<file path="src/rtl/icache_refill_unit_pkg.sv">
// Shared types and default geometry for the icache refill path.
// The top module derives its own BEATS from its parameters; these are the defaults.
package interconnect_pkg;

    localparam int LINE_BYTES = 32;
    localparam int BEAT_BITS  = 64;
    localparam int BEATS      = LINE_BYTES * 8 / BEAT_BITS;

    typedef enum logic [1:0] {
        IDLE    = 2'd0,
        REQ     = 2'd1,
        COLLECT = 2'd2,
        FILL    = 2'd3
    } icache_refill_state_e;

    // Index width that stays legal for a single-beat line.
    function automatic int idx_width(input int n);
        return (n > 1) ? $clog2(n) : 1;
    endfunction

endpackage

</file>
<file path="src/rtl/icache_refill_unit_if.sv">
// Bundle of the miss, line-request, read-beat and fill signals around the refill unit.
// "master" is the refill unit itself; "slave" is the cache front end plus the AXI port.
interface icache_refill_unit_if #(
    parameter int ADDR_WIDTH = 32,
    parameter int DATA_WIDTH = 64,
    parameter int LINE_BYTES = interconnect_pkg::LINE_BYTES
);

    logic                    miss_valid_i;
    logic                    miss_ready_o;
    logic [ADDR_WIDTH-1:0]   miss_addr_i;
    logic                    flush_i;

    logic                    line_req_valid_o;
    logic                    line_req_ready_i;
    logic [ADDR_WIDTH-1:0]   line_req_addr_o;

    logic                    beat_valid_i;
    logic                    beat_ready_o;
    logic [DATA_WIDTH-1:0]   beat_data_i;
    logic                    beat_last_i;
    logic [1:0]              beat_resp_i;

    logic                    fill_we_o;
    logic [ADDR_WIDTH-1:0]   fill_addr_o;
    logic [LINE_BYTES*8-1:0] fill_line_o;
    logic                    fill_err_o;
    logic                    busy_o;

    modport master (
        input  miss_valid_i, miss_addr_i, flush_i,
        input  line_req_ready_i,
        input  beat_valid_i, beat_data_i, beat_last_i, beat_resp_i,
        output miss_ready_o,
        output line_req_valid_o, line_req_addr_o,
        output beat_ready_o,
        output fill_we_o, fill_addr_o, fill_line_o, fill_err_o, busy_o
    );

    modport slave (
        output miss_valid_i, miss_addr_i, flush_i,
        output line_req_ready_i,
        output beat_valid_i, beat_data_i, beat_last_i, beat_resp_i,
        input  miss_ready_o,
        input  line_req_valid_o, line_req_addr_o,
        input  beat_ready_o,
        input  fill_we_o, fill_addr_o, fill_line_o, fill_err_o, busy_o
    );

endinterface

</file>
<file path="src/rtl/icache_refill_unit_line_buffer.sv">
// Beat-indexed line storage: one register per beat slot, presented as a flat line.
// Slots are kept separate so each has exactly one writer.
module icache_line_buffer #(
    parameter int DATA_WIDTH = 64,
    parameter int SLOTS      = 4,
    parameter int IDX_W      = 2
) (
    input  logic                        clk_i,
    input  logic                        rst_ni,
    input  logic                        we_i,
    input  logic [IDX_W-1:0]            idx_i,
    input  logic [DATA_WIDTH-1:0]       data_i,
    output logic [SLOTS*DATA_WIDTH-1:0] line_o
);

    for (genvar gi = 0; gi < SLOTS; gi++) begin : g_slot
        logic [DATA_WIDTH-1:0] r_slot;

        always_ff @(posedge clk_i or negedge rst_ni) begin
            if (!rst_ni) begin
                r_slot <= '0;
            end else if (we_i && (idx_i == IDX_W'(gi))) begin
                r_slot <= data_i;
            end
        end

        assign line_o[gi*DATA_WIDTH +: DATA_WIDTH] = r_slot;
    end

endmodule

</file>
<file path="src/rtl/icache_refill_unit.sv">
// Icache miss refill: issues one line request, gathers the read burst, then writes
// the assembled line (or reports an error) in a single FILL cycle.
module icache_refill_unit
    import interconnect_pkg::icache_refill_state_e, interconnect_pkg::IDLE,
           interconnect_pkg::REQ, interconnect_pkg::COLLECT, interconnect_pkg::FILL;
#(
    parameter int ADDR_WIDTH = 32,
    parameter int DATA_WIDTH = 64,
    parameter int LINE_BYTES = interconnect_pkg::LINE_BYTES
) (
    input  logic                 clk_i,
    input  logic                 rst_ni,
    icache_refill_unit_if.master bus
);

    localparam int BEATS = LINE_BYTES * 8 / DATA_WIDTH;
    localparam int IDX_W = interconnect_pkg::idx_width(BEATS);
    localparam logic [IDX_W-1:0]      LAST_IDX  = IDX_W'(BEATS - 1);
    localparam logic [ADDR_WIDTH-1:0] LINE_MASK = ~ADDR_WIDTH'(LINE_BYTES - 1);

    icache_refill_state_e r_state;
    icache_refill_state_e w_state_next;

    logic [ADDR_WIDTH-1:0]     r_addr;
    logic [IDX_W-1:0]          r_beat_cnt;
    logic                      r_err;
    logic                      r_drop;
    logic                      r_last_slot_done;

    logic                      w_miss_hs;
    logic                      w_req_hs;
    logic                      w_beat_hs;
    logic                      w_at_last;
    logic                      w_beat_bad;
    logic                      w_buf_we;
    logic                      w_flush_hit;
    logic [LINE_BYTES*8-1:0]   w_fill_line;

    assign w_miss_hs = (r_state == IDLE)    && bus.miss_valid_i;
    assign w_req_hs  = (r_state == REQ)     && bus.line_req_ready_i;
    assign w_beat_hs = (r_state == COLLECT) && bus.beat_valid_i;
    assign w_at_last = (r_beat_cnt == LAST_IDX);

    // A burst is well formed only if beat_last coincides with the final slot.
    assign w_beat_bad = (bus.beat_resp_i != 2'b00)
                     || (bus.beat_last_i && !w_at_last)
                     || (w_at_last && !bus.beat_last_i);

    // Once the final slot holds data, overrun beats of a long burst are dropped.
    assign w_buf_we    = w_beat_hs && !r_last_slot_done;
    assign w_flush_hit = bus.flush_i && ((r_state == REQ) || (r_state == COLLECT));

    always_ff @(posedge clk_i or negedge rst_ni) begin
        if (!rst_ni) begin
            r_state <= IDLE;
        end else begin
            r_state <= w_state_next;
        end
    end

    always_comb begin
        w_state_next         = r_state;
        bus.miss_ready_o     = 1'b0;
        bus.line_req_valid_o = 1'b0;
        bus.beat_ready_o     = 1'b0;
        bus.fill_we_o        = 1'b0;
        bus.fill_err_o       = 1'b0;
        unique case (r_state)
            IDLE: begin
                bus.miss_ready_o = 1'b1;
                if (bus.miss_valid_i) begin
                    w_state_next = REQ;
                end
            end
            REQ: begin
                bus.line_req_valid_o = 1'b1;
                if (w_req_hs) begin
                    w_state_next = COLLECT;
                end
            end
            COLLECT: begin
                bus.beat_ready_o = 1'b1;
                if (w_beat_hs && bus.beat_last_i) begin
                    w_state_next = FILL;
                end
            end
            FILL: begin
                bus.fill_we_o  = !r_err && !r_drop;
                bus.fill_err_o = r_err && !r_drop;
                w_state_next   = IDLE;
            end
            default: begin
                w_state_next = IDLE;
            end
        endcase
    end

    always_ff @(posedge clk_i or negedge rst_ni) begin
        if (!rst_ni) begin
            r_addr           <= '0;
            r_beat_cnt       <= '0;
            r_err            <= 1'b0;
            r_drop           <= 1'b0;
            r_last_slot_done <= 1'b0;
        end else if (w_miss_hs) begin
            r_addr           <= bus.miss_addr_i & LINE_MASK;
            r_beat_cnt       <= '0;
            r_err            <= 1'b0;
            r_drop           <= 1'b0;
            r_last_slot_done <= 1'b0;
        end else begin
            if (w_beat_hs) begin
                if (w_at_last) begin
                    r_last_slot_done <= 1'b1;
                end else begin
                    r_beat_cnt <= r_beat_cnt + 1'b1;
                end
                if (w_beat_bad) begin
                    r_err <= 1'b1;
                end
            end
            // The AXI transaction still runs to completion; only the write is suppressed.
            if (w_flush_hit) begin
                r_drop <= 1'b1;
            end
        end
    end

    icache_line_buffer #(
        .DATA_WIDTH (DATA_WIDTH),
        .SLOTS      (BEATS),
        .IDX_W      (IDX_W)
    ) u_line_buffer (
        .clk_i  (clk_i),
        .rst_ni (rst_ni),
        .we_i   (w_buf_we),
        .idx_i  (r_beat_cnt),
        .data_i (bus.beat_data_i),
        .line_o (w_fill_line)
    );

    assign bus.line_req_addr_o = r_addr;
    assign bus.fill_addr_o     = r_addr;
    assign bus.fill_line_o     = w_fill_line;
    assign bus.busy_o          = (r_state != IDLE);

endmodule

</file>
<file path="src/flat_wrapper.sv">
// flat-port wrapper written by rule: the top's interface ports become plain ports
module icache_refill_unit_flat import interconnect_pkg::icache_refill_state_e, interconnect_pkg::IDLE,
           interconnect_pkg::REQ, interconnect_pkg::COLLECT, interconnect_pkg::FILL;
#(
    parameter int ADDR_WIDTH = 32,
    parameter int DATA_WIDTH = 64,
    parameter int LINE_BYTES = interconnect_pkg::LINE_BYTES
)
  (clk_i, rst_ni, bus_miss_valid_i, bus_miss_addr_i, bus_flush_i, bus_line_req_ready_i, bus_beat_valid_i, bus_beat_data_i, bus_beat_last_i, bus_beat_resp_i, bus_miss_ready_o, bus_line_req_valid_o, bus_line_req_addr_o, bus_beat_ready_o, bus_fill_we_o, bus_fill_addr_o, bus_fill_line_o, bus_fill_err_o, bus_busy_o);
  icache_refill_unit_if #(.ADDR_WIDTH(ADDR_WIDTH), .DATA_WIDTH(DATA_WIDTH), .LINE_BYTES(LINE_BYTES)) bus_i ();
  input  logic clk_i;
  input  logic rst_ni;
  input wire logic [$bits(bus_i.miss_valid_i)-1:0] bus_miss_valid_i;
  input wire logic [$bits(bus_i.miss_addr_i)-1:0] bus_miss_addr_i;
  input wire logic [$bits(bus_i.flush_i)-1:0] bus_flush_i;
  input wire logic [$bits(bus_i.line_req_ready_i)-1:0] bus_line_req_ready_i;
  input wire logic [$bits(bus_i.beat_valid_i)-1:0] bus_beat_valid_i;
  input wire logic [$bits(bus_i.beat_data_i)-1:0] bus_beat_data_i;
  input wire logic [$bits(bus_i.beat_last_i)-1:0] bus_beat_last_i;
  input wire logic [$bits(bus_i.beat_resp_i)-1:0] bus_beat_resp_i;
  output wire logic [$bits(bus_i.miss_ready_o)-1:0] bus_miss_ready_o;
  output wire logic [$bits(bus_i.line_req_valid_o)-1:0] bus_line_req_valid_o;
  output wire logic [$bits(bus_i.line_req_addr_o)-1:0] bus_line_req_addr_o;
  output wire logic [$bits(bus_i.beat_ready_o)-1:0] bus_beat_ready_o;
  output wire logic [$bits(bus_i.fill_we_o)-1:0] bus_fill_we_o;
  output wire logic [$bits(bus_i.fill_addr_o)-1:0] bus_fill_addr_o;
  output wire logic [$bits(bus_i.fill_line_o)-1:0] bus_fill_line_o;
  output wire logic [$bits(bus_i.fill_err_o)-1:0] bus_fill_err_o;
  output wire logic [$bits(bus_i.busy_o)-1:0] bus_busy_o;
  assign bus_i.miss_valid_i = bus_miss_valid_i;
  assign bus_i.miss_addr_i = bus_miss_addr_i;
  assign bus_i.flush_i = bus_flush_i;
  assign bus_i.line_req_ready_i = bus_line_req_ready_i;
  assign bus_i.beat_valid_i = bus_beat_valid_i;
  assign bus_i.beat_data_i = bus_beat_data_i;
  assign bus_i.beat_last_i = bus_beat_last_i;
  assign bus_i.beat_resp_i = bus_beat_resp_i;
  assign bus_miss_ready_o = bus_i.miss_ready_o;
  assign bus_line_req_valid_o = bus_i.line_req_valid_o;
  assign bus_line_req_addr_o = bus_i.line_req_addr_o;
  assign bus_beat_ready_o = bus_i.beat_ready_o;
  assign bus_fill_we_o = bus_i.fill_we_o;
  assign bus_fill_addr_o = bus_i.fill_addr_o;
  assign bus_fill_line_o = bus_i.fill_line_o;
  assign bus_fill_err_o = bus_i.fill_err_o;
  assign bus_busy_o = bus_i.busy_o;
  icache_refill_unit #(.ADDR_WIDTH(ADDR_WIDTH), .DATA_WIDTH(DATA_WIDTH), .LINE_BYTES(LINE_BYTES)) u_core (.clk_i(clk_i), .rst_ni(rst_ni), .bus(bus_i));
endmodule
</file>
<file path="config.mk">
export PLATFORM = sky130hd
export DESIGN_NAME = icache_refill_unit_flat
export DESIGN_NICKNAME = d
export VERILOG_FILES = /design/src/rtl/icache_refill_unit_pkg.sv /design/src/rtl/icache_refill_unit_if.sv /design/src/rtl/icache_refill_unit_line_buffer.sv /design/src/rtl/icache_refill_unit.sv /design/src/flat_wrapper.sv
export SDC_FILE = /design/constraint.sdc
export NUM_CORES = 1
export LEC_CHECK = 0
export ABC_AREA = 0
export BUFFER_PORTS_ARGS = -buffer_cell sky130_fd_sc_hd__buf_2
export CELL_PAD_IN_SITES_DETAIL_PLACEMENT = 1
export CELL_PAD_IN_SITES_GLOBAL_PLACEMENT = 2
export CORE_MARGIN = 2
export CORE_UTILIZATION = 34
export DETAILED_ROUTE_END_ITERATION = 16
export PLACE_DENSITY = 0.78
export SLEW_MARGIN = 20
export SYNTH_ARGS = -nofsm -noshare
export SYNTH_HDL_FRONTEND = slang
export SYNTH_SLANG_ARGS = --single-unit
</file>
<file path="constraint.sdc">
create_clock -name clk_i -period 2.35 [get_ports clk_i]
set_clock_uncertainty 0.05 [all_clocks]
set_input_delay 0.1175 -clock clk_i [delete_from_list [all_inputs] [get_ports clk_i]]
set_output_delay 0.1175 -clock clk_i [all_outputs]
set_load 0.02 [all_outputs]
</file>
---- Word level (Yosys, flattened, before mapping) ----
Cells that the tools add are included.
W data, S select, Z words.
storage, ports and cells
  bits in registers ....................... 290
  input port bits ......................... 105
  output and inout port bits .............. 326
  logic and storage cells ................. 75
cells by class
  $add $sub $neg .......................... 1
  eq/ne operators ......................... 10
  mux-type cells .......................... 20
  reduce and logical (&&, ||, !) cells .... 34
operators by type and width
  kind                   number
  $logic_and A1 B1 Y1    14
  $mux W1                13
  $mux W2                6
  $reduce_bool A2 Y1     6
  $eq A2 B2 Y1 const B   4
  $pmux W2 S4            1
  $reduce_and A2 Y1      3
  $logic_not A1 Y1       5
  $eq A2 B1 Y1 const B   2
  $logic_not A2 Y1       2
  $ne A2 B1 Y1 const B   2
  $ne A2 B2 Y1 const B   2
  $logic_or A1 B1 Y1     3
  $reduce_and A3 Y1      1
  $add A2 B1 Y2 const B  1

---- Logic depth before layout (Yosys ltp) ----
Gate-level depths: netlist of the first run.
  depth after elaboration ................. 8
  depth in mapped cells ................... 7
  depth with buffers taken out ............ 5

---- By module ----
A second synthesis of the first run with hierarchy kept.
second synthesis, totals
  cell total of the unflattened synthesis .. 680
  area, all modules ....................... 11278.3 µm²
by module, submodules not included
  module              times used  cells each  area each (µm²)  sequential area each (µm²)
  icache_line_buffer  1           543         9581.7           6406.1
  icache_refill_unit  1           137         1696.6           850.8

---- Worst setup path before layout of the first run ----
OpenSTA, ideal clock, no wires.
  path type ............................... register -> register
  start point ............................. register u_core.r_state[0]
  end point ............................... register u_core.r_addr[10] (netlist: u_core.bus.fill_addr_o[10])
  setup time .............................. 0.125 ns
  arrival ................................. 1.820 ns
  required time ........................... 2.175 ns
  setup slack ............................. 0.356 ns
  cell stages (with the launch flop) ...... 7
  path buffers ............................ 1
  clock period less this slack ............ 1.994 ns
  cell sequence ........................... dfrtp_1 > inv_1 > ha_1 > inv_1 > nor2_1 > buf_2 > mux2_2
between the ends
  word-level cells in the longest chain between the ends .. 2
ends and longest elaborated chain
  what                    RTL line                   text
  from (decl)             icache_refill_unit.sv:21   icache_refill_state_e r_state;
  from (signal assigned)  icache_refill_unit.sv:57   r_state <= w_state_next;
  $logic_not A2 Y1        icache_refill_unit.sv:39   assign w_miss_hs = (r_state == IDLE) && bus.miss_valid_i;
  $logic_and A1 B1 Y1     icache_refill_unit.sv:39
  to (signal assigned)    icache_refill_unit.sv:106  r_addr <= bus.miss_addr_i & LINE_MASK;
  to (decl)               icache_refill_unit.sv:24   logic [ADDR_WIDTH-1:0] r_addr;
Every way passes these cells.
A chain may end at the register's enable or synchronous reset.

---- Final worst setup path of the first run ----
  start point ............................. register u_core.r_state[0]
  end point ............................... register u_core.u_line_buffer.g_slot[1].r_slot[31]
between the ends
  word-level cells in the longest chain between the ends .. 4
ends and longest elaborated chain
  what                  RTL line                              text
  $eq A2 B2 Y1          icache_refill_unit.sv:41              assign w_beat_hs = (r_state == COLLECT) && bus.beat_valid_i;
  $logic_and A1 B1 Y1   icache_refill_unit.sv:41
  $logic_and A1 B1 Y1   icache_refill_unit.sv:50              assign w_buf_we = w_beat_hs && !r_last_slot_done;
  $logic_and A1 B1 Y1   icache_refill_unit_line_buffer.sv:22  end else if (we_i && (idx_i == IDX_W'(gi))) begin
  to (signal assigned)  icache_refill_unit_line_buffer.sv:23  r_slot <= data_i;
  to (decl)             icache_refill_unit_line_buffer.sv:17  logic [DATA_WIDTH-1:0] r_slot;
Every way passes these cells.

==> results.md, run 1 <==
Outcome:
- The flow ran to the end, and the final reports show no timing, DRC or antenna violations.

Global route:
- The maximum number of pins on one net before global-route repair is 76.
- The number of global-route vias before repair is 8663.
- The total overflow left after global routing is 0.
- The first global-routing pass estimated 53.14 mm of wire.
- The number of antenna violations at the first check in global routing is 1.
- Across every metal layer, demand over resource in global routing totals 0.1778.

Synthesis:
- By count the netlist is led by dfrtp_1, mux2_4, mux2_2.
- The synthesized netlist contains 25 unique library cells.
- In the post-synthesis netlist, the biggest area contributors are dfrtp_1, mux2_4, mux2_2.
- The library cell occupying the most area in the post-synthesis netlist is dfrtp_1.
- The portion of synthesized cell area occupied by the leading cell type is 0.5922.
- The post-synthesis sequential element count is 290.
- Summing every instance area after synthesis gives 0.01225 mm2.
- The yosys synthesis warning count is 0.
- The average size of a mapped cell is 17.97 um2.
- The number of synthesized flops with an enable pin is 0.
- The share of synthesized registers carrying an async set or reset is 1.000.
- In the post-synthesis netlist, the cell with the most instances is dfrtp_1.
- The number of cells produced by synthesis is 682.
- In the synthesized netlist the dominant register cell turns out to be dfrtp_1.
- Of the synthesized area, sequential elements account for 0.5922.

Critical path:
- Counting both buffers and inverters, the worst setup path holds a total of 2.
- The critical setup path kind is flip-flop to flip-flop.
- The worst-case register-to-register setup slack is 0.22 ns.
- Traced cell by cell, the critical path runs through inv_1 -> ha_1 -> and3b_1 -> nand2_4 -> buf_12 -> mux2_4.
- For this design, the slowest cell found on the critical path is dfrtp_1.
- The startpoint identified for the worst register-to-register timing path is u_core.r_state[0]$_DFFE_PN0P_.
- At the worst endpoint, the required time is 2.67 ns.
- The stage delay of the slowest cell on the critical path is 0.42 ns.
- The endpoint identified for the worst register-to-register timing path is u_core.u_line_buffer.g_slot[1].r_slot[31]$_DFFE_PN0P_.
- The startpoint type of the worst setup path is a flip-flop.
- The worst path arrival time is 2.45 ns.
- The number of cells traversed by the worst register-to-register path is 6.
- The capturing element type of the critical path is a flip-flop.
- The top fanout value on the critical path is 31.
- Grouping stages by cell kind, the critical path spends the most delay in simple AND/OR/NAND/NOR gates.

Routing:
- The detailed-routing iteration count for the pre-antenna-repair pass is 4.
- Wires add up to 33.78 mm.
- After detailed routing, the number of remaining DRC violations is 0.
- Summing over every cut layer, the via total after detailed routing is 7557.
- Once detail routing completed, the nets flagged for antenna violations numbered 0.
- The via density per instance is 4.512.
- After detailed routing, the average wire length per cell comes to 20.17 um.
- The first routing iteration left 202 violations.

Clocking:
- The total clock buffers created by CTS is 34.
- The number of setup buffers added after CTS is 0.
- The maximum buffer depth of the clock tree is 3.
- The total of cells resized after clock tree synthesis is 0.
- Clock-pin slew was measured on the worst setup and hold paths at 0.06 ns.
- The CTS root buffer is clkbuf_16.
- The CTS tree is done.
- The H-tree generated during clock tree synthesis spans 2 levels.
- The clock latency on the worst-skew pair is 0.49 ns.
- Clock tree synthesis found a total of 290 sinks.

Cells and area:
- The fraction of final layout cells with drive strength greater than 1 is 0.6356.
- For this run, the post-layout net count is 1309.
- After routing the design area is 0.01670 mm2.
- The number of filler instances in the final layout is 3668.
- The area growth from synthesis to final layout is 36.27%.

Placed design:
- The number of buffers inserted by port buffering is 415.
- The weighted congestion reported at the end of routability-driven placement is 0.7584.
- The placed instances occupy a cell area of 0.01467 mm2.
- After legalization and detailed placement, the total HPWL measured 22.52 mm.
- The worst slack at placement is 0.1722 ns.

Floorplanning:
- The region available for standard cell placement spans 0.03557 mm2.
- The vertical die dimension is 193.8 um.
- After floorplanning, the core was divided into 69 placement rows.
- During I/O placement, the number of pins put on the boundary was 431.
- The starting utilization of the core area is 0.3445.
- The chip width is 193.8 um.
- The die covers 0.03758 mm2.

Hold path:
- The startpoint identified for the worst hold timing path is bus_line_req_ready_i.
- For hold timing, the worst endpoint is u_core.r_state[0]$_DFFE_PN0P_.
- The type of the most critical hold path is input pin to flip-flop.
- Counting instances, the worst hold path has a depth of 4.

STA:
- The top achievable clock speed is 468.9 MHz.
- The final period utilization is 0.9076.
- The sum of negative setup slack is 0 ns.
- The final number of hold-violating endpoints is 0.
- The transition at the pin with the smallest max-transition slack is 0.5990 ns.
- Setup repair after global routing left no endpoint under its margin.
- The worst path meets setup with 0.2173 ns of slack.
- The worst path needs 2.133 ns of the cycle, external delays included.
- Setup violations remaining at the end of the flow were counted as 0.
- The worst relative slew slack is 0.6007.
- The number of slew-limit violations in the final report is 0.

Power:
- The worst supply voltage drop on vdd is 0.8740 mV.
- The power density over the cells is 1534 mW/mm2.
- Overall power consumption after layout is estimated at 25.62 mW.
- In this run the static leakage power is 9.257 nW.

Job:
- The number of maximum-capacitance violations is 0.
[stage by stage]
step	hold slack (ns)	std cells	util
global route	0.04641	1675	0.4695
global placement	0.08151	1523	0.4123
finish	0.02319	1675	0.4695
CTS	0.002843	1674	0.4694
floorplan	-0.2281	691	-
detailed placement	0.08460	1523	0.4123
[sequential cells by signal, indices dropped and copies added (netlist names)]
register	flops
u_core.bus.fill_addr_o	27
u_core.r_drop	1
u_core.r_err	1
u_core.u_line_buffer.g_slot.r_slot	256
u_core.r_last_slot_done	1
u_core.r_state	2
u_core.r_beat_cnt	2
[cell families (layout without fill, tap and decap cells)]
family | Yosys count | after routing | share of synthesized area
buffers and inverters | 72 | 594 | 0.04870
adders and majority gates | 9 | 9 | 0.009189
DFF | 290 | 290 | 0.5922
and+or+nand+nor | 17 | 17 | 0.009393
other | 1 | 11 | 0.0003060
AOI/OAI and AO/OA | 6 | 6 | 0.003472
muxes | 285 | 285 | 0.3353
xor gates and xnor gates | 2 | 2 | 0.001430
[area by class of cell]
cell class,count,area (um2),area share
Sequential cell,290,7257,0.4346
Multi-Input combinational cell,329,4437,0.2657
Timing Repair Buffer,533,3341,0.2001
Clock buffer,48,974.7,0.05837
Tap cell,461,576.8,0.03454
Clock inverter,6,83.83,0.005020
Inverter,7,26.28,0.001574
Antenna cell,1,2.502,0.0001499
[power by group]
group	internal (mW)	switching, mW
registers	7.44	1.47
logic	5.38	6.25
clock network	3.09	2.00
[tightest hold or removal path, cell delays in order]
cell and delay [ns]:
buf_2 0.08, inv_1 0.04, a22oi_1 0.18, a2bb2oi_1 0.09
[worst max path at each step]
stage | from | to | slack (ns) | cells past startpoint
2_1_floorplan | u_core.r_state[0]$_DFFE_PN0P_ | u_core.bus.fill_addr_o[10]$_DFFE_PN0P_ | 0.36 | 6
3_3_place_gp | u_core.r_state[0]$_DFFE_PN0P_ | u_core.u_line_buffer.g_slot[1].r_slot[29]$_DFFE_PN0P_ | 0.23 | 6
3_5_place_dp | u_core.r_state[0]$_DFFE_PN0P_ | u_core.u_line_buffer.g_slot[1].r_slot[40]$_DFFE_PN0P_ | 0.17 | 6
4_1_cts | u_core.r_state[0]$_DFFE_PN0P_ | u_core.u_line_buffer.g_slot[2].r_slot[32]$_DFFE_PN0P_ | 0.17 | 6
5_1_grt | u_core.r_state[0]$_DFFE_PN0P_ | u_core.u_line_buffer.g_slot[1].r_slot[31]$_DFFE_PN0P_ | 0.11 | 6
6_report | u_core.r_state[0]$_DFFE_PN0P_ | u_core.u_line_buffer.g_slot[1].r_slot[31]$_DFFE_PN0P_ | 0.22 | 6
[layer usage]
layer  track usage  vias to the layer above  routed length [um]
li1              -                     3343                   -
met3       0.04836                       57                2166
met5             0                        -                   0
met4       0.05612                        0                 948
met2        0.3054                      269               16830
met1        0.2177                     3888               13840
[what timing repair did]
action / CTS / global route
endpoints found under the setup margin: 0 / 0
hold buffers: 97 / 0
endpoints found under the hold margin: 355 / 0
[layout by cell type, fill, tap and decap left out, drive strengths merged, types with 2 or more instances in the layout]
cell type    count
ha               9
conb            10
dfrtp          290
nand2            5
clkbuf          48
a21oi            2
nor2             6
bufinv           2
dlygate4sd3     97
mux2           284
buf            436
clkinv           3
and3b            2
inv              8
Power figures use the tool's default switching activity.
==> run 2: changes to the inputs <==
--- a/config.mk
+++ b/config.mk
@@ -10,9 +10,9 @@
 export CELL_PAD_IN_SITES_DETAIL_PLACEMENT = 1
 export CELL_PAD_IN_SITES_GLOBAL_PLACEMENT = 2
 export CORE_MARGIN = 2
-export CORE_UTILIZATION = 34
+export CORE_UTILIZATION = 31
 export DETAILED_ROUTE_END_ITERATION = 16
-export PLACE_DENSITY = 0.78
+export PLACE_DENSITY = 0.75
 export SLEW_MARGIN = 20
 export SYNTH_ARGS = -nofsm -noshare
 export SYNTH_HDL_FRONTEND = slang
==> constraint.sdc (replaced) <==
create_clock -name clk_i -period 1.8 [get_ports clk_i]
set_clock_uncertainty 0.05 [all_clocks]
set_input_delay 0.09 -clock clk_i [delete_from_list [all_inputs] [get_ports clk_i]]
set_output_delay 0.09 -clock clk_i [all_outputs]
set_load 0.02 [all_outputs]
==> run 2 against run 1 <==
  * Power increased by 35%
  * Hold slack improved by 0.045 ns
  * Flip-flop and latch count is the same
  * First-iteration DRC count rose by 25%
  * Register-to-register slack worse by 0.19 ns
  * Combinational power is 36% higher
  * Clock power up 41%
  * Largest cell class unchanged
  * Die area increased by 9.5%
  * Critical path type unchanged
  * Sequential share of layout area fell by 2.1 points
  * Cell count grew 5.6%
  * Count of clock-buffer cells in the layout is the same
  * Cell area rose by 5.0%
==> results.md, run 2 (synthesis results as in run 1) <==
Critical path:
- The startpoint type of the worst setup path is a flip-flop.
- The worst path arrival time is 2.13 ns (-0.32 ns).
- The setup path with the least slack is of type flip-flop to flip-flop.
- The top fanout value on the critical path is 19 (-39%).
- The critical path starts at u_core.r_state[1]$_DFFE_PN0P_.
- The required arrival time at the worst endpoint is 2.16 ns (-0.51 ns).
- STA classifies the critical path endpoint as a flip-flop.
- The worst-case register-to-register setup slack came to 0.03 ns (-0.19 ns).
- The reg-to-reg critical path startpoint is u_core.r_state[1]$_DFFE_PN0P_.

Cells and area:
- In the layout the commonest cells are buf_2, dfrtp_1, mux2_4.
- The count of antenna diodes in the layout came to 0 (-1).
- The area of all placed cells without fillers is 0.01754 mm2 (+5.0%).
- The final net count is 1340 (+2.4%).
- The final non-filler cell total is 1768 (+5.6%).
- The area growth from synthesis to final layout is 43.13%.
- The largest register by flop count is u_core.u_line_buffer.g_slot.r_slot.
- The fraction of final layout cells with drive strength greater than 1 came to 0.6552 (+0.01959).
- The most common cell after layout, fill and taps aside is buf_2.
- The number of filler instances in the final layout is 3996 (+8.9%).
- The flip-flop count of the largest register after layout was 256 (unchanged).

Placed design:
- The estimated wirelength of the detail-placed design was 24.41 mm (+8.4%).
- The number of buffers inserted by port buffering was 415 (unchanged).
- The total instance count after detailed placement is 1595 (+4.7%).
- The worst slack at placement is -0.1279 ns (-0.3001 ns).
- The weighted congestion reported at the end of routability-driven placement is 0.7662 (+1.0%).
- The standard cell area after detailed placement was 0.01504 mm2 (+2.5%).

Global route:
- The number of global-route vias before repair is 8764 (+1.2%).
- The number of antenna violations at the first check in global routing is 0 (-1).
- The first-pass GRT wire length was 53.63 mm (+0.92%).
- The global route total overflow is 0 (unchanged).
- The total routing usage reported by global routing is 0.1691 (-0.008770).
- The maximum number of pins on one net before global-route repair is 61 (-20%).

Routing:
- The final routed wirelength across all metal layers is 35.74 mm (+5.8%).
- The routed length per placed instance is 20.22 um (+0.25%).
- The detailed-route via count was 7778 (+2.9%).
- The remaining number of nets flagged by the antenna check after routing is 0 (unchanged).
- The detailed-routing iteration count for the pre-antenna-repair pass is 4 (unchanged).
- The remaining design rule violation count is 0 (unchanged).
- The count of routing violations after the opening detailed-route iteration is 252 (+25%).
- The via density per instance is 4.399 (-2.5%).

STA:
- The worst relative slew slack came to 0.6293 (+0.02859).
- The transition at the pin with the smallest max-transition slack is 0.5561 ns (-0.04288 ns).
- The final period utilization is 0.9840 (+0.07650).
- The top achievable clock speed came to 564.6 MHz (+20%).
- The total setup violations reported at the end of the flow is 0 (unchanged).
- The number of slew-limit violations in the final report is 0 (unchanged).
- The time the final worst path needs with I/O delays and setup was 1.771 ns (-0.3615 ns).
- The worst setup slack after layout came to 0.02871 ns (-0.1885 ns).
- The final number of hold-violating endpoints is 0 (unchanged).
- Setup repair after global routing could not meet its margin everywhere.
- The sum of negative setup slack is 0 ns (unchanged).

Job:
- The number of maximum-capacitance violations is 0 (unchanged).

Floorplanning:
- The number of top-level pins is 431 (unchanged).
- The starting utilization of the core area came to 0.3156 (-0.02891).
- The chip width is 202.8 um (+4.6%).
- The core box area is 0.03883 mm2 (+9.2%).
- The vertical die dimension is 202.8 um (+4.6%).
- The row count is 72 (+4.3%).
- The floorplan die area is 0.04114 mm2 (+9.5%).

Clocking:
- The maximum buffer depth of the clock tree is 3 (unchanged).
- The CTS tree is done.
- The CTS root buffer is clkbuf_16.
- The count of H-tree levels built during CTS was 2 (unchanged).
- The clock latency on the worst-skew pair came to 0.53 ns (+0.04 ns).
- The total clock buffers created by CTS is 35 (+2.9%).
- The number of sinks driven by the clock tree was 290 (unchanged).
- The clock-pin slew of the registers on the worst-case setup and hold paths is 0.06 ns (about the same).

Power:
- The leakage power of the design is 9.586 nW (+3.6%).
- The worst supply voltage drop on vdd came to 1.046 mV (+20%).
- The power density over the cells is 1977 mW/mm2 (+29%).
- The final total power is 34.68 mW (+35%).

Outcome:
- The flow ran to the end, and the final reports show no timing, DRC or antenna violations.

Hold path:
- The type of the most critical hold path is input pin to asynchronous set/reset pin.
run 2: worst paths after layout:
check                                                                         to  cells past startpoint
min                        u_core.u_line_buffer.g_slot[1].r_slot[24]$_DFFE_PN0P_                      2
min reg2reg                 u_core.u_line_buffer.g_slot[2].r_slot[2]$_DFFE_PN0P_                      1
max reg2reg                u_core.u_line_buffer.g_slot[1].r_slot[14]$_DFFE_PN0P_                      6
max                        u_core.u_line_buffer.g_slot[1].r_slot[14]$_DFFE_PN0P_                      6
max in group asynchronous                 u_core.bus.fill_addr_o[26]$_DFFE_PN0P_                      3
min in group clk_i                        u_core.bus.fill_addr_o[14]$_DFFE_PN0P_                      3
run 2: cell type report:
class                           count  area (um2)  share of cell area
Sequential cell                   290        7257              0.4138
Multi-Input combinational cell    330        4556              0.2597
Timing Repair Buffer              562        3877              0.2211
Clock buffer                       48        1047             0.05971
Tap cell                          518       648.1             0.03695
Clock inverter                     13       127.6            0.007276
Inverter                            7       26.28            0.001498
run 2: power by group:
part | internal [mW] | leakage (nW) | switching [mW]
registers | 9.71 | 3.63 | 1.97
clock network | 4.36 | 0.581 | 2.82
logic | 7.47 | 5.37 | 8.36
total | 21.5 | 9.59 | 13.1
run 2: critical path, cell delays in order, from the launching register on:
cell     delay [ns]
dfrtp_1        0.41
ha_4           0.17
and3b_4        0.19
buf_4          0.15
nand2_8        0.12
buf_16         0.22
mux2_4         0.32
run 2: through the flow:
stage,util,hold WS [ns]
6_report,0.4517,0.06807
2_1_floorplan,-,-0.2556
4_1_cts,0.4439,0.05330
3_3_place_gp,0.3873,0.04449
3_5_place_dp,0.3873,0.04189
5_1_grt,0.4517,0.09603
run 2: layer usage:
metal	track usage	routed length, um	up-vias
met2	0.2944	17960	264
met1	0.2018	14630	4019
met3	0.04157	2019	71
met5	0	0	-
met4	0.06335	1134	0
li1	-	-	3424
run 2: timing repair:
action / in CTS / in global routing
setup endpoints to repair: 270 / 254
resized for setup: 10 / 22
cloned: 0 / 6
setup buffers: 0 / 7
hold endpoints to repair: 579 / 0
hold buffers: 99 / 0
pin swaps: 0 / 4
==> run 3: changes to the inputs <==
--- a/config.mk
+++ b/config.mk
@@ -10,9 +10,9 @@
 export CELL_PAD_IN_SITES_DETAIL_PLACEMENT = 1
 export CELL_PAD_IN_SITES_GLOBAL_PLACEMENT = 2
 export CORE_MARGIN = 2
-export CORE_UTILIZATION = 31
+export CORE_UTILIZATION = 34
 export DETAILED_ROUTE_END_ITERATION = 16
-export PLACE_DENSITY = 0.75
+export PLACE_DENSITY = 0.78
 export SLEW_MARGIN = 20
 export SYNTH_ARGS = -nofsm -noshare
 export SYNTH_HDL_FRONTEND = slang
==> constraint.sdc (replaced) <==
create_clock -name clk_i -period 2 [get_ports clk_i]
set_clock_uncertainty 0.05 [all_clocks]
set_input_delay 0.1 -clock clk_i [delete_from_list [all_inputs] [get_ports clk_i]]
set_output_delay 0.1 -clock clk_i [all_outputs]
set_load 0.02 [all_outputs]
==> run 3 against run 2 <==
  * Cell area shrank 2.9%
  * Global-route usage rose by 1.5 points
  * Flip-flop and latch count did not move
  * Wire length shrank 2.9%
  * First-iteration DRC count shrank 22%
  * Cell count down 4.0%
  * Largest power group unchanged
  * Highest routed layer unchanged
==> results.md, run 3 (synthesis results as in run 1) <==
Clocking:
- TritonCTS built the clock tree.
- The maximum buffer depth of the clock tree is 3 (unchanged).
- The total clock buffers created by CTS is 35 (unchanged).
- The number of sinks driven by the clock tree is 290 (unchanged).
- The clock-pin slew of the registers on the worst-case setup and hold paths is 0.06 ns (about the same).
- The count of H-tree levels built during CTS is 2 (unchanged).
- The root buffer cell chosen for the clock tree is clkbuf_16.
- The clock latency on the worst-skew pair came to 0.51 ns (-0.02 ns).

Job:
- The number of maximum-capacitance violations came to 0 (unchanged).

Placed design:
- The number of buffers inserted by port buffering is 415 (unchanged).
- The estimated wirelength of the detail-placed design is 23.21 mm (-4.9%).
- The worst slack at placement was -0.02100 ns (+0.1069 ns).
- The weighted congestion reported at the end of routability-driven placement came to 0.7312 (-4.6%).
- The standard cell area after detailed placement was 0.01489 mm2 (-0.99%).

Critical path:
- The worst-case register-to-register setup slack is 0.11 ns (+0.08 ns).
- The top fanout value on the critical path came to 14 (-5).
- The required arrival time at the worst endpoint is 2.33 ns (+0.17 ns).
- The capturing element type of the critical path is a flip-flop.
- In this run the critical register-to-register path is launched from u_core.r_state[0]$_DFFE_PN0P_.
- The worst path arrival time is 2.23 ns (+0.10 ns).
- The number of cells traversed by the worst register-to-register path is 7 (+1).
- The critical setup path kind is flip-flop to flip-flop.
- The worst setup path is launched from a flip-flop.
- The worst register-to-register path ends at u_core.u_line_buffer.g_slot[3].r_slot[57]$_DFFE_PN0P_.

Routing:
- The routed length per placed instance is 20.45 um (+1.1%).
- The via density per instance is 4.518 (+2.7%).
- The detailed-routing iteration count for the pre-antenna-repair pass is 5 (+1).
- The final routed wirelength across all metal layers is 34.70 mm (-2.9%).
- The count of routing violations after the opening detailed-route iteration was 196 (-22%).
- The remaining design rule violation count is 0 (unchanged).
- The remaining number of nets flagged by the antenna check after routing is 0 (unchanged).
- The detailed-route via count came to 7667 (-1.4%).

Hold path:
- The min-delay analysis places its worst path in the category input pin to asynchronous set/reset pin.

Power:
- The power density over the cells is 1799 mW/mm2 (-9.0%).
- The worst supply voltage drop on vdd came to 1.187 mV (+13%).
- The final total power is 30.65 mW (-12%).
- The leakage power of the design came to 9.418 nW (-1.8%).

Floorplanning:
- The starting utilization of the core area is 0.3445 (+0.02891).
- The row count came to 69 (-4.2%).
- The floorplan die area came to 0.03758 mm2 (-8.7%).
- The number of top-level pins was 431 (unchanged).
- The chip width is 193.8 um (-4.4%).
- The vertical die dimension is 193.8 um (-4.4%).
- The core box area came to 0.03557 mm2 (-8.4%).

Cells and area:
- The count of antenna diodes in the layout is 0 (unchanged).
- The flip-flop count of the largest register after layout was 256 (unchanged).
- The most common cell after layout, fill and taps aside is buf_2.
- The share of the core filled with cells is 0.4789 (+0.02720).
- The flip-flop and latch area is 0.007257 mm2 (unchanged).
- The fraction of final layout cells with drive strength greater than 1 came to 0.6400 (-0.01523).
- The final net count is 1325 (-1.1%).
- The register with the most flip-flops in the final layout is u_core.u_line_buffer.g_slot.r_slot.
- The area growth from synthesis to final layout is 39.01%.
- The number of filler instances in the final layout is 3574 (-11%).
- The multi-input logic area is 0.004438 mm2 (-2.6%).
- The area of all placed cells without fillers is 0.01704 mm2 (-2.9%).
- In the layout the commonest cells are buf_2, dfrtp_1, mux2_4.

Global route:
- The number of antenna violations at the first check in global routing was 0 (unchanged).
- The global route total overflow is 0 (unchanged).
- The total routing usage reported by global routing is 0.1837 (+0.01464).
- The number of global-route vias before repair is 8699 (-0.74%).
- The first-pass GRT wire length is 54.57 mm (+1.7%).
- The maximum number of pins on one net before global-route repair is 77 (+26%).

STA:
- The time the final worst path needs with I/O delays and setup is 1.895 ns (+0.1234 ns).
- The number of slew-limit violations in the final report came to 0 (unchanged).
- The final period utilization is 0.9473 (-0.03672).
- The worst setup slack after layout came to 0.1053 ns (+0.07663 ns).
- The final number of hold-violating endpoints was 0 (unchanged).
- The total setup violations reported at the end of the flow was 0 (unchanged).
- Setup repair after global routing left no endpoint under its margin.
- The top achievable clock speed is 527.8 MHz (-6.5%).

Outcome:
- The run finished with clean final reports.
-- run 3: changes by cell type in the layout (fill, tap and decap cells not counted), sizes merged --
cell,previous run,this run
buf,458,449
clkbuf,53,57
bufinv,2,1
nand2,6,5
clkinv,9,3
clkinvlp,2,1
-- run 3: through the flow --
step           setup TNS [ns]  hold slack [ns]  instances
3_3_place_gp                0         -0.02486       1536
2_1_floorplan               0          -0.2456        691
5_1_grt                     0          0.04456       1697
4_1_cts                     0          0.01960       1697
6_report                    0          0.02998       1697
3_5_place_dp          -0.5253         -0.02490       1536
-- run 3: layer usage --
layer	wire length, um	global-route usage
met5	0	0
met3	2191	0.04801
met1	14350	0.2290
met4	1081	0.06285
met2	17080	0.3098
-- run 3: worst max-delay path by stage --
stage	slack [ns]	endpoint	cells after the start	start
2_1_floorplan	0.006	u_core.bus.fill_addr_o[10]$_DFFE_PN0P_	6	u_core.r_state[0]$_DFFE_PN0P_
3_3_place_gp	0.02	u_core.u_line_buffer.g_slot[1].r_slot[51]$_DFFE_PN0P_	6	u_core.r_state[0]$_DFFE_PN0P_
3_5_place_dp	-0.02	u_core.u_line_buffer.g_slot[1].r_slot[53]$_DFFE_PN0P_	6	u_core.r_state[0]$_DFFE_PN0P_
4_1_cts	0.08	u_core.u_line_buffer.g_slot[1].r_slot[59]$_DFFE_PN0P_	6	u_core.r_state[0]$_DFFE_PN0P_
5_1_grt	0.01	u_core.u_line_buffer.g_slot[3].r_slot[57]$_DFFE_PN0P_	7	u_core.r_state[0]$_DFFE_PN0P_
6_report	0.11	u_core.u_line_buffer.g_slot[3].r_slot[57]$_DFFE_PN0P_	7	u_core.r_state[0]$_DFFE_PN0P_
-- run 3: timing repair --
item | 4_1_cts | 5_1_grt
resized for setup | 1 | 0
endpoints found under the hold margin | 537 | 0
hold buffers | 99 | 0
setup endpoints to repair | 73 | 0
setup buffers | 0 | 0
-- run 3: area by class of cell --
class | count | share of cell area
multi-input combinational | 329 | 0.2605
timing repair buffer | 548 | 0.2104
tap | 461 | 0.03386
sequential | 290 | 0.4260
clock inverter | 5 | 0.003085
clock buffer | 57 | 0.06463
inverter | 7 | 0.001542
-- run 3: critical path, cell delays in order, from the launching register on --
cell,delay (ns)
dfrtp_1,0.35
inv_1,0.06
ha_1,0.20
and3b_2,0.30
nand2_4,0.13
buf_12,0.19
buf_12,0.17
mux2_4,0.30
-- run 3: report_power, final --
part / internal [mW] / leakage, nW / switching (mW) / total [mW]
logic: 6.42 / 5.22 / 7.41 / 13.8
registers: 8.74 / 3.63 / 1.76 / 10.5
clock network: 3.88 / 0.566 / 2.44 / 6.32
total: 19.0 / 9.42 / 11.6 / 30.7
